**config.mk**
```make
export PLATFORM = sky130hd
export DESIGN_NAME = if_stage_flat
export DESIGN_NICKNAME = d
export VERILOG_FILES = /design/src/rtl/if_stage_pkg.sv /design/src/rtl/if_stage_if.sv /design/src/rtl/if_stage.sv /design/src/flat_wrapper.sv
export SDC_FILE = /design/constraint.sdc
export NUM_CORES = 1
export LEC_CHECK = 0
export CAP_MARGIN = 15
export CORE_UTILIZATION = 45
export DETAILED_ROUTE_END_ITERATION = 8
export PLACE_DENSITY = 0.87
export SKIP_CTS_REPAIR_TIMING = 1
export SLEW_MARGIN = 15
export SYNTH_ARGS = -nofsm -noshare
export SYNTH_HDL_FRONTEND = slang
export SYNTH_SLANG_ARGS = --single-unit
```
**constraint.sdc**
```tcl
create_clock -name clk -period 2.8 [get_ports clk]
set_input_delay 0.42 -clock clk [delete_from_list [all_inputs] [get_ports clk]]
set_output_delay 0.42 -clock clk [all_outputs]
set_load 0.005 [all_outputs]
```
**src/rtl/if_stage_pkg.sv**
```systemverilog
// Shared constants and types for the npc instruction-fetch stage.
// Imported by the fetch interface and the fetch stage.
package if_stage_pkg;

    localparam int XLEN     = 64;
    localparam int INST_LEN = 32;

    localparam logic [XLEN-1:0]     RESET_PC = 64'h0000_0000_8000_0000;
    localparam logic [INST_LEN-1:0] NOP      = 32'h0000_0013;

    typedef struct packed {
        logic [XLEN-1:0]     pc;
        logic [INST_LEN-1:0] inst;
        logic                misalign;
    } id_entry_t;

    function automatic logic misaligned(input logic [XLEN-1:0] addr);
        return addr[1:0] != 2'b00;
    endfunction

endpackage

```
**src/rtl/if_stage_if.sv**
```systemverilog
// Fetch-stage bus bundle: instruction-memory request/response and
// the valid/ready handoff to decode.
interface if_stage_if;
    import if_stage_pkg::*;

    logic                imem_req_valid;
    logic                imem_req_ready;
    logic [XLEN-1:0]     imem_req_addr;
    logic                imem_rsp_valid;
    logic [INST_LEN-1:0] imem_rsp_data;

    logic                id_valid;
    logic                id_ready;
    logic [XLEN-1:0]     id_pc;
    logic [INST_LEN-1:0] id_inst;
    logic                id_misalign;

    modport master (
        output imem_req_valid,
        output imem_req_addr,
        input  imem_req_ready,
        input  imem_rsp_valid,
        input  imem_rsp_data,
        output id_valid,
        output id_pc,
        output id_inst,
        output id_misalign,
        input  id_ready
    );

    modport slave (
        input  imem_req_valid,
        input  imem_req_addr,
        output imem_req_ready,
        output imem_rsp_valid,
        output imem_rsp_data,
        input  id_valid,
        input  id_pc,
        input  id_inst,
        input  id_misalign,
        output id_ready
    );

endinterface

```
**src/rtl/if_stage.sv**
```systemverilog
// Instruction-fetch stage: owns the PC, keeps one imem read in flight
// and hands {pc, inst} to decode; redirects squash stale fetches.
module if_stage
    import if_stage_pkg::*;
(
    input  logic            clk,
    input  logic            rst_n,
    input  logic            redirect_valid,
    input  logic [XLEN-1:0] redirect_pc,
    if_stage_if.master      bus
);

    typedef enum logic [1:0] {
        S_REQ,
        S_WAIT,
        S_HOLD,
        S_DISCARD
    } state_e;

    state_e          state;
    state_e          state_nx;
    logic [XLEN-1:0] pc;
    logic [XLEN-1:0] pc_nx;
    id_entry_t       id_q;
    id_entry_t       id_nx;
    logic            id_valid_q;
    logic            id_valid_nx;
    logic            pc_bad;
    logic            rsp;

    assign pc_bad = misaligned(pc);
    assign rsp    = bus.imem_rsp_valid;

    always_ff @(posedge clk) begin
        if (!rst_n) begin
            state <= S_REQ;
        end else begin
            state <= state_nx;
        end
    end

    always_comb begin
        state_nx = state;
        unique case (state)
            S_REQ: begin
                if (redirect_valid) begin
                    state_nx = S_REQ;
                end else if (pc_bad) begin
                    state_nx = S_HOLD;
                end else if (bus.imem_req_ready) begin
                    state_nx = S_WAIT;
                end
            end
            S_WAIT: begin
                if (redirect_valid && rsp) begin
                    state_nx = S_REQ;
                end else if (redirect_valid) begin
                    state_nx = S_DISCARD;
                end else if (rsp) begin
                    state_nx = S_HOLD;
                end
            end
            S_DISCARD: begin
                if (rsp) begin
                    state_nx = S_REQ;
                end
            end
            S_HOLD: begin
                if (redirect_valid || bus.id_ready) begin
                    state_nx = S_REQ;
                end
            end
        endcase
    end

    always_comb begin
        pc_nx       = pc;
        id_nx       = id_q;
        id_valid_nx = id_valid_q;
        unique case (state)
            S_REQ: begin
                if (redirect_valid) begin
                    pc_nx = redirect_pc;
                end else if (pc_bad) begin
                    // Parked on a NOP; the trap is raised downstream.
                    id_nx       = '{pc: pc, inst: NOP, misalign: 1'b1};
                    id_valid_nx = 1'b1;
                end
            end
            S_WAIT: begin
                if (redirect_valid) begin
                    pc_nx = redirect_pc;
                end else if (rsp) begin
                    id_nx = '{
                        pc:       pc,
                        inst:     bus.imem_rsp_data,
                        misalign: 1'b0
                    };
                    id_valid_nx = 1'b1;
                    pc_nx       = pc + XLEN'(4);
                end
            end
            S_DISCARD: begin
                if (redirect_valid) begin
                    pc_nx = redirect_pc;
                end
            end
            S_HOLD: begin
                if (redirect_valid) begin
                    id_valid_nx = 1'b0;
                    pc_nx       = redirect_pc;
                end else if (bus.id_ready) begin
                    id_valid_nx = 1'b0;
                end
            end
        endcase
    end

    always_ff @(posedge clk) begin
        if (!rst_n) begin
            pc         <= RESET_PC;
            id_valid_q <= 1'b0;
            id_q       <= '{pc: '0, inst: NOP, misalign: 1'b0};
        end else begin
            pc         <= pc_nx;
            id_valid_q <= id_valid_nx;
            id_q       <= id_nx;
        end
    end

    assign bus.imem_req_valid = rst_n && (state == S_REQ)
                                && !pc_bad && !redirect_valid;
    assign bus.imem_req_addr  = pc;
    assign bus.id_valid       = id_valid_q;
    assign bus.id_pc          = id_q.pc;
    assign bus.id_inst        = id_q.inst;
    assign bus.id_misalign    = id_q.misalign;

endmodule

```
**src/flat_wrapper.sv**
```systemverilog
// flat-port wrapper written by rule: the top's interface ports become plain ports
module if_stage_flat import if_stage_pkg::*;
  (clk, rst_n, redirect_valid, redirect_pc, bus_imem_req_valid, bus_imem_req_addr, bus_imem_req_ready, bus_imem_rsp_valid, bus_imem_rsp_data, bus_id_valid, bus_id_pc, bus_id_inst, bus_id_misalign, bus_id_ready);
  if_stage_if bus_i ();
  input  logic clk;
  input  logic rst_n;
  input  logic redirect_valid;
  input  logic [XLEN-1:0] redirect_pc;
  output wire logic [$bits(bus_i.imem_req_valid)-1:0] bus_imem_req_valid;
  output wire logic [$bits(bus_i.imem_req_addr)-1:0] bus_imem_req_addr;
  input wire logic [$bits(bus_i.imem_req_ready)-1:0] bus_imem_req_ready;
  input wire logic [$bits(bus_i.imem_rsp_valid)-1:0] bus_imem_rsp_valid;
  input wire logic [$bits(bus_i.imem_rsp_data)-1:0] bus_imem_rsp_data;
  output wire logic [$bits(bus_i.id_valid)-1:0] bus_id_valid;
  output wire logic [$bits(bus_i.id_pc)-1:0] bus_id_pc;
  output wire logic [$bits(bus_i.id_inst)-1:0] bus_id_inst;
  output wire logic [$bits(bus_i.id_misalign)-1:0] bus_id_misalign;
  input wire logic [$bits(bus_i.id_ready)-1:0] bus_id_ready;
  assign bus_imem_req_valid = bus_i.imem_req_valid;
  assign bus_imem_req_addr = bus_i.imem_req_addr;
  assign bus_i.imem_req_ready = bus_imem_req_ready;
  assign bus_i.imem_rsp_valid = bus_imem_rsp_valid;
  assign bus_i.imem_rsp_data = bus_imem_rsp_data;
  assign bus_id_valid = bus_i.id_valid;
  assign bus_id_pc = bus_i.id_pc;
  assign bus_id_inst = bus_i.id_inst;
  assign bus_id_misalign = bus_i.id_misalign;
  assign bus_i.id_ready = bus_id_ready;
  if_stage u_core (.clk(clk), .rst_n(rst_n), .redirect_valid(redirect_valid), .redirect_pc(redirect_pc), .bus(bus_i));
endmodule
```
==> out/results.tsv <==
stage	metric	value	unit
detailed_routing	DRC viols	0	
cells_and_area	share of layout cells above drive strength 1	0.0794	
cells_and_area	most frequent cells in the layout	clkdlybuf4s50_1 (263), nand2_1 (224), dfxtp_1 (164)	
place	Port Buf Inserts	264	
synthesis	syn nets	1146	
setup_path	Worst Path Required	2.38	ns
floorplan	# rows	48	
synthesis	#FFs+latches synth	164	
global_routing	vias in the first global route	8078	
floorplan	die area	18600	um^2
timing	unrepaired setup endpoints after global routing	no	
timing	Period minus WS final	2.64	ns
setup_path	Register-to-Register Path Depth	7	
setup_path	critical path endpoint	bus_imem_req_valid	
timing	min setup slack post-route	0.159	ns
timing	Final Skew	0.0105	ns
worst_hold_path	type of the worst min-delay path	input pin to flip-flop	
setup_path	Crit path depth	6	
clock_network	Worst-Skew Late Latency	0.43	ns
timing	max_slew headroom	0.446	
setup_path	cell mode on critical path	clkdlybuf4s50_1	
synthesis	top cells by area in the synthesized netlist	dfxtp_1 (40%), nand2_1 (10%), a21boi_0 (9.2%), buf_4 (6.1%), nand3_1 (4.1%)	
timing	max-slew violations	0	
power	P per Cell Area	506	nW/um^2
global_routing	first-pass GRT wire length	41.8	mm
clock_network	clk buf depth	2	
synthesis	post-synth cell types	55	
floorplan	Core Area	17500	um^2
synthesis	Post-synth EDFFs	0	
run	Max Cap Viol	0	
cells_and_area	area grow syn2layout	39.5	%
detailed_routing	Iteration-0 DRC Markers	634	
setup_path	CP peak stage delay	0.47	ns
setup_path	critical path class	input pin to output port	
floorplan	die width	136	um
setup_path	WP buf/inv	4	
timing	Worst Tran Pin Value	0.824	ns
setup_path	RR Endpoint	u_core.bus.imem_req_addr[59]	
synthesis	top-area cell type share of the netlist area	0.405	
cells_and_area	fin nets	1349	
timing	# setup viols final	0	
power	P_leak	3.79	nW
global_routing	total global-route track usage	0.291	
synthesis	Post-Syn Area	8110	um^2
setup_path	CP delay by family, top	buffers and inverters	
outcome	status	completed	
setup_path	Reg2Reg Setup Slack	0.26	ns
synthesis	yosys warns	0	
place	pre-CTS setup slack	-0.129	ns
detailed_routing	Total Wirelength	27.2	mm
place	Inst Count DP	1452	
clock_network	H-tree levels	4	
setup_path	Max FO, Critical Path	43	
global_routing	total gr overflow	0	
timing	fin crit share	0.943	
synthesis	most used flip-flop cell after synthesis	dfxtp_1	
synthesis	asr flop ratio synth	0	
synthesis	Cells after Synth	1043	
detailed_routing	vias per cell	5.71	
setup_path	WP data arrival	2.22	ns
clock_network	# clock sinks	164	
detailed_routing	Pre-antenna DRT Iters	5	
clock_network	CTS tree	yes	
floorplan	Die Y	136	um
floorplan	Ports	265	
detailed_routing	Routed Antenna Nets	0	
synthesis	Avg Cell Area, Syn	7.78	um^2
timing	Max Fclk	0.379	GHz
timing	Hold Fails Final Rpt	0	
global_routing	initial antenna violation count	0	
setup_path	Max stage delay cell, worst path	clkdlybuf4s50_1	
detailed_routing	Via Count	8486	
clock_network	CTS buffer count	17	
setup_path	CP cell instances	clkdlybuf4s50_1 -> buf_4 -> clkinv_1 -> nand2_1 -> nor3b_1 -> clkdlybuf4s50_1	
setup_path	Setup crit start kind	input pin	
cells_and_area	Finished Layout Cells	1485	
synthesis	sequential share of the synthesized area	0.405	
power	maximum vdd drop	0.431	mV
clock_network	Clock Pin Slew Worst Setup and Hold Paths	0.07	ns
clock_network	CTS root buffer	clkbuf_16	
setup_path	Setup crit end kind	output port	
synthesis	area leader, netlist	dfxtp_1	
setup_path	Critical Path Start	redirect_valid	
detailed_routing	drt wl/cell	18.3	um
floorplan	Starting Density	0.464	
place	GPL Wtd Cong	0.955	
global_routing	largest net degree at the start of global routing	74	
worst_hold_path	Worst Hold Path Cells	2	
place	dpl hpwl	19.6	mm
cells_and_area	commonest non-fill, non-tap cell in the layout	clkdlybuf4s50_1	
setup_path	reg2reg start	u_core.bus.imem_req_addr[10]	
[synthesized netlist by cell type, drive strengths merged (8+ instances only)]
| cell type | count |
|---|---|
| nand2 | 224 |
| dfxtp | 164 |
| a21boi | 99 |
| buf | 68 |
| clkbuf | 67 |
| nand3 | 67 |
| o21ai | 59 |
| nor3 | 43 |
| a21oi | 40 |
| nor2 | 39 |
| nor4 | 23 |
| nand4 | 20 |
| xnor2 | 15 |
| o211ai | 14 |
| and3 | 8 |
[layer usage]
| layer | routed length, um | GRT usage | vias to the layer above |
|---|---|---|---|
| met5 | 0 | 0 | - |
| li1 | - | - | 4006 |
| met2 | 12800 | 0.472 | 436 |
| met3 | 2590 | 0.0802 | 67 |
| met4 | 892 | 0.131 | 0 |
| met1 | 10900 | 0.357 | 3977 |
[area by class of cell]
class                      instances  area [um^2]
clock inverter                    14          149
fill                            1442         6160
inverter                           8         30.0
antenna                            1         2.50
clock buffer                      18          439
timing repair buffer             319         3080
sequential                       164         3280
tap                              225          282
multi-input combinational        736         4060
[registers in the layout (all words and copies together), names as in the netlist]
register / count
u_core.bus.imem_req_addr: 64
u_core.state: 2
u_core.bus.id_inst: 32
u_core.bus.id_pc: 64
u_core.bus.id_valid: 1
u_core.bus.id_misalign: 1
[power breakdown]
part / total (mW) / switching, mW / internal, mW
Combinational: 0.805 / 0.364 / 0.441
Clock: 2.36 / 1.02 / 1.35
Sequential: 2.55 / 0.123 / 2.43
[worst min-delay path by stage]
| stage | startpoint | endpoint | slack (ns) |
|---|---|---|---|
| finish | rst_n | u_core.bus.imem_req_addr[37] | 0.38 |
| global route | rst_n | u_core.bus.imem_req_addr[37] | 0.37 |
| CTS | rst_n | u_core.bus.imem_req_addr[37] | 0.36 |
| detailed placement | u_core.bus.id_pc[32] | u_core.bus.id_pc[32] | 0.46 |
| global placement | u_core.bus.id_inst[12] | u_core.bus.id_inst[12] | 0.45 |
| floorplan | u_core.bus.id_inst[10] | u_core.bus.id_inst[10] | 0.46 |
[cells by family after synthesis]
logic type / after synthesis / synth area share
and+or+nand+nor: 460 / 0.265
AOI/OAI and AO/OA: 255 / 0.210
DFF: 164 / 0.405
buffers and inverters: 143 / 0.0969
xor gates and xnor gates: 17 / 0.0184
muxes: 3 / 0.00370
adders and majority gates: 1 / 0.00154
[worst register-to-register path: cells and delay by family, from the launching register on]
family	cells	cell delay [ns]
xor+xnor	1	0.17
flops	1	0.45
buf+inv	1	0.20
compound gates	1	0.08
simple gates	4	1.53
[stage by stage]
stage                     hold WS, ns  total power, mW  TNS [ns]   util  cell area, um^2
after floorplan                 0.457             2.97         0      -             8110
after global placement          0.447             3.38    -0.110  0.614            10700
after detailed placement        0.456             3.40    -0.303  0.614            10700
after CTS                       0.358             5.75         0  0.648            11300
after global routing            0.366             5.93         0  0.648            11300
final                           0.377             5.72         0  0.648            11300
Note: power is estimated with default switching activity, not from simulation.
